<file path="src/rtl/regfile_pkg.sv">
// rtl/regfile_pkg.sv - shared constants and helpers for the scoreboarded register file
//
// Purpose: default geometry, MIPS register indices, address-width and popcount
//          helpers used by regfile_sb and regfile_read_port.
// Ports:   none (package).
package regfile_pkg;

  localparam int DEF_WIDTH = 32;
  localparam int DEF_DEPTH = 32;

  // Widest scoreboard the popcount helper accepts.
  localparam int MAX_DEPTH = 256;

  // MIPS register indices.
  localparam int REG_ZERO = 0;
  localparam int REG_RA   = 31;

  function automatic int addr_w(input int depth);
    return $clog2(depth);
  endfunction

  function automatic int popcount(input logic [MAX_DEPTH-1:0] v);
    int c;
    c = 0;
    for (int i = 0; i < MAX_DEPTH; i++) begin
      c += int'(v[i]);
    end
    return c;
  endfunction

endpackage

</file>
<file path="src/rtl/regfile_read_port.sv">
// rtl/regfile_read_port.sv - one read port: zero register, write bypass, busy masking
//
// Purpose: resolves read data and busy for one address from the stored
//          value/busy bit and the current write-port activity.
// Ports:   i_addr      read address
//          i_reg_data  stored value of the addressed register
//          i_reg_busy  stored busy bit of the addressed register
//          i_wr_en/i_wr_addr/i_wr_data  current write port
//          o_data      resolved read data
//          o_busy      resolved pending-producer flag
module regfile_read_port
  import regfile_pkg::*;
#(
  parameter int WIDTH    = DEF_WIDTH,
  parameter int ADDR_W   = 5,
  parameter int ZERO_REG = 1,
  parameter int BYPASS   = 1
) (
  input  logic [ADDR_W-1:0] i_addr,
  input  logic [WIDTH-1:0]  i_reg_data,
  input  logic              i_reg_busy,
  input  logic              i_wr_en,
  input  logic [ADDR_W-1:0] i_wr_addr,
  input  logic [WIDTH-1:0]  i_wr_data,
  output logic [WIDTH-1:0]  o_data,
  output logic              o_busy
);

  logic w_is_zero;
  logic w_hit;

  assign w_is_zero = (ZERO_REG != 0) && (i_addr == '0);
  assign w_hit     = (BYPASS != 0) && i_wr_en && (i_wr_addr == i_addr);

  // The zero check is tested first, so a dropped write to reg 0 never bypasses.
  always_comb begin
    o_data = i_reg_data;
    o_busy = i_reg_busy;
    if (w_is_zero) begin
      o_data = '0;
      o_busy = 1'b0;
    end else if (w_hit) begin
      o_data = i_wr_data;
      o_busy = 1'b0;
    end
  end

endmodule

</file>
<file path="src/rtl/regfile_sb.sv">
// rtl/regfile_sb.sv - clocked register file with integrated RAW scoreboard
//
// Purpose: NUM_READ read ports, one write port, busy bit per register set at
//          issue and cleared at writeback, plus a count of busy registers.
// Ports:   clk, reset (synchronous, active-high)
//          rd_addr/rd_data/rd_busy  packed per-port read address, data, busy
//          wr_en/wr_addr/wr_data    writeback port
//          issue_en/issue_addr      mark a destination as pending
//          busy_count               number of busy registers (registered state)
module regfile_sb
  import regfile_pkg::*;
#(
  parameter  int WIDTH    = DEF_WIDTH,
  parameter  int DEPTH    = DEF_DEPTH,
  parameter  int NUM_READ = 2,
  parameter  int ZERO_REG = 1,
  parameter  int BYPASS   = 1,
  localparam int ADDR_W   = addr_w(DEPTH)
) (
  input  logic                       clk,
  input  logic                       reset,
  input  logic [NUM_READ*ADDR_W-1:0] rd_addr,
  output logic [NUM_READ*WIDTH-1:0]  rd_data,
  output logic [NUM_READ-1:0]        rd_busy,
  input  logic                       wr_en,
  input  logic [ADDR_W-1:0]          wr_addr,
  input  logic [WIDTH-1:0]           wr_data,
  input  logic                       issue_en,
  input  logic [ADDR_W-1:0]          issue_addr,
  output logic [ADDR_W:0]            busy_count
);

  logic [WIDTH-1:0] r_regs [DEPTH];
  logic [DEPTH-1:0] r_busy;

  logic w_wr_go;
  logic w_issue_go;

  assign w_wr_go    = wr_en    && !((ZERO_REG != 0) && (wr_addr == '0));
  assign w_issue_go = issue_en && !((ZERO_REG != 0) && (issue_addr == '0));

  // The issue update follows the write update so a same-address issue wins:
  // the newly issued producer supersedes the one completing this cycle.
  always_ff @(posedge clk) begin
    if (reset) begin
      for (int i = 0; i < DEPTH; i++) begin
        r_regs[i] <= '0;
      end
      r_busy <= '0;
    end else begin
      if (w_wr_go) begin
        r_regs[wr_addr] <= wr_data;
        r_busy[wr_addr] <= 1'b0;
      end
      if (w_issue_go) begin
        r_busy[issue_addr] <= 1'b1;
      end
    end
  end

  assign busy_count = (ADDR_W+1)'(popcount(MAX_DEPTH'(r_busy)));

  for (genvar k = 0; k < NUM_READ; k++) begin : g_rd
    logic [ADDR_W-1:0] w_addr;
    assign w_addr = rd_addr[k*ADDR_W +: ADDR_W];

    regfile_read_port #(
      .WIDTH    (WIDTH),
      .ADDR_W   (ADDR_W),
      .ZERO_REG (ZERO_REG),
      .BYPASS   (BYPASS)
    ) u_port (
      .i_addr     (w_addr),
      .i_reg_data (r_regs[w_addr]),
      .i_reg_busy (r_busy[w_addr]),
      .i_wr_en    (wr_en),
      .i_wr_addr  (wr_addr),
      .i_wr_data  (wr_data),
      .o_data     (rd_data[k*WIDTH +: WIDTH]),
      .o_busy     (rd_busy[k])
    );
  end

endmodule

</file>
<file path="config.mk">
export PLATFORM = sky130hd
export DESIGN_NAME = regfile_sb
export DESIGN_NICKNAME = d
export VERILOG_FILES = /design/src/rtl/regfile_pkg.sv /design/src/rtl/regfile_read_port.sv /design/src/rtl/regfile_sb.sv
export SDC_FILE = /design/constraint.sdc
export NUM_CORES = 2
export LEC_CHECK = 0
export CAP_MARGIN = 20
export CORE_ASPECT_RATIO = 1.75
export CORE_MARGIN = 1.5
export CORE_UTILIZATION = 30
export CTS_CLUSTER_SIZE = 20
export DETAILED_ROUTE_END_ITERATION = 8
export PLACE_DENSITY = 0.52
export SLEW_MARGIN = 10
export SYNTH_ARGS = -nofsm -noshare
export SYNTH_HDL_FRONTEND = slang
export SYNTH_SLANG_ARGS = --single-unit
</file>
<file path="constraint.sdc">
create_clock -name clk -period 7.05 [get_ports clk]
set_clock_uncertainty 0.1 [all_clocks]
set_input_delay 2.115 -clock clk [delete_from_list [all_inputs] [get_ports clk]]
set_output_delay 2.115 -clock clk [all_outputs]
set_load 0.005 [all_outputs]
</file>
==> flow_summary.toml <==
[place]
gp_congestion = 0.886
hpwl_mm = 154
io_buffers = 127

[cts]
cts_inserted_buffers = 98
clkLatencyLatePin_ns = 0.71
clk_pin_slew_ns = 0.06
cts_tree = "done"
cts_buffer_depth = 3
cts.sinks = 1056
cts-root-buf = "clkbuf_16"
htreeDepth = 3

[grt]
first_global_vias = 40247
grt_overflow = 0
grtUsageTotal_pct = 23.2
grt_pass1_wl_mm = 315
grt_start_max_net_pins = 46
antenna_found_initial = 19

[sta]
hold_violations = 0
rsz0062_at_grt = "yes"
max_slew_margin_pct = 24.0
period_needed_ns = 7.46
worst_pin_slew_ns = 1.14
finalCritPeriodShare_pct = 106
tns_ns = -1.42
setup_viol = 5
finalWorstSetupSlack_ns = -0.414
fmax_ghz = 0.134
slew_viol_final = 0

[yosys]
synth_seq_cells = 1056
yosys-top-cells-count = "edfxtp_1 (1024), and2_1 (998), mux4_2 (393), clkbuf_1 (305), mux2i_1 (286)"
synth_cell_types = 62
synth_xor_area_share_pct = 0.198
synth.cell_area_sq_um = 57500
yosys_warnings = 0
synth_top_area_share_pct = 53.4
post-synth-top-area-cell = "edfxtp_1"
synthFlopType = "edfxtp_1"
yosysMostFrequentCell = "edfxtp_1"
synthAdderAreaFrac_pct = 0.987
synth_top_family_by_area = "multiplexers"
synth_compound_area_share_pct = 6.87
yosysSeqAreaShare_pct = 54.6
syn_area_per_cell_sq_um = 14.2
syn_inst = 4055
synthTopCellsByArea = "edfxtp_1 (53%), mux4_2 (15%), and2_1 (11%)"
yosys.area_share.simple_pct = 12.7
synth_edf_count = 1024
synthMuxAreaShare_pct = 20.9
ys_async_sr_fraction_pct = 0

[power]
ir_drop_mv = 0.187
total_power_mw = 15.2
leakagePower_nw = 24.3
power_density_nw_per_um2 = 222

[layout]
layout-drive-gt1-share_pct = 27.0
fillers = 18209
finish.utilization_pct = 36.0
area_delta_synth_final_pct = 19.1
fin_nets = 4404

[hold_path]
min_path_type = "register to register"

[routing]
drc = 0
firstDrtPassIters = 5
drtAntennaViolNets = 0
vias_per_cell = 5.65
vias = 38779
routed_wirelength_mm = 231
drt_iter0_markers = 4125
wl_per_cell_microns = 33.6

[setup_path]
cp-end-kind = "output port"
cp_max_fo = 2
worstPathRequired_ns = 4.84
cp-start-kind = "register"
critPathKind = "register to output port"
worst-endpoint-arrival_ns = 5.25

[outcome]
violations = "setup timing"
outcome = "finished, violations left"

[die]
floorplan.die_area_sq_um = 195000
die_w_microns = 334
die_height_microns = 582
rows = 212
core_sq_um = 190000
ioPinCount = 128
initial_core_util_pct = 30.2

[run]
maxCapViolCount = 0
-- cell type report --
class	count	area, sq um	share of cell area [%]
Clock buffer	122	2580	3.77
Tap cell	2461	3080	4.49
Inverter	59	223	0.325
Timing Repair Buffer	557	5500	8.03
Sequential cell	1056	31400	45.8
Clock inverter	58	617	0.900
Antenna cell	6	15.0	0.0219
Multi-Input combinational cell	2545	25100	36.6
-- critical path: stages (launching register included) --
cell and delay, ns:
dfxtp_2 0.34, inv_2 0.05, fa_1 0.50, fa_1 0.54, inv_2 0.04, fa_1 0.47
inv_1 0.05, fa_1 0.49, fa_1 0.43, fa_1 0.50, inv_1 0.05, ha_2 0.18
fa_2 0.35, a21o_1 0.17, a21oi_2 0.14, xnor2_1 0.13, buf_2 0.13
-- sequential cells by signal, summed over array words and instances, names as in the netlist --
register / count
r_regs: 1024
r_busy: 32
-- what timing repair did --
| action | in CTS | in global routing |
|---|---|---|
| endpoints found under the hold margin | 0 | 0 |
| gates cloned | 0 | 5 |
| hold buffers | 0 | 0 |
| buffers inserted | 10 | 18 |
| pin swaps | 17 | 36 |
| gates resized for setup | 86 | 109 |
| endpoints found under the setup margin | 41 | 44 |
-- layout by cell type, fill, tap and decap left out, types with 21 or more instances in the layout --
cell type        count
dlymetal6s2s_1      23
buf_12              63
fa_1                22
nor2_4              31
o21ai_0             62
buf_4              351
nand2_1             74
clkbuf_16          105
and2_1             997
clkdlybuf4s50_1     88
mux2i_1            286
a221oi_1            38
o22ai_1             72
a21o_2              21
a22oi_1             36
dfxtp_1             28
o221ai_1            24
clkinv_1            22
clkbuf_1            22
mux4_2             393
inv_1               53
conb_1              32
mux2_2              28
a21oi_1             66
nand3_1             31
a22o_1              56
edfxtp_1          1024
-- through the flow --
stage / hold WS, ns / instance area [sq um] / instances / setup WS (ns)
after floorplan: 0.369 / 57700 / 4086 / 0.330
after global placement: 0.396 / 64200 / 6646 / -0.465
after detailed placement: 0.394 / 64200 / 6647 / -0.508
after CTS: 0.404 / 67700 / 6836 / -0.546
after global routing: 0.435 / 68500 / 6859 / -0.577
final: 0.403 / 68500 / 6864 / -0.414
-- routing by layer --
layer,track usage (%),part of all wire (%)
met2,42.8,53
met3,3.09,5.9
met4,11.8,5.9
met1,25.8,36
met5,0,0.027
-- cells by family (layout without fill, tap and decap cells) --
group | Yosys count | count (layout)
AOI/OAI and AO/OA | 542 | 542
xor gates and xnor gates | 13 | 13
and+or+nand+nor | 1220 | 1220
muxes | 707 | 707
adders and majority gates | 31 | 31
DFF | 1056 | 1056
other | 1 | 38
buffers and inverters | 485 | 796
-- worst paths after layout --
| check | slack (ns) | cells after the start | start | endpoint |
|---|---|---|---|---|
| min | 0.40 | 2 | r_busy[0] | r_busy[0] |
| min reg2reg | 0.40 | 2 | r_busy[0] | r_busy[0] |
| max reg2reg | 6.15 | 3 | r_busy[21] | r_busy[21] |
| max | -0.41 | 16 | r_busy[27] | busy_count[4] |
-- power breakdown --
part,switching (mW),internal (mW)
clock network,2.56,2.98
logic,1.28,0.990
registers,0.181,7.23
Power figures use the tool's default switching activity.
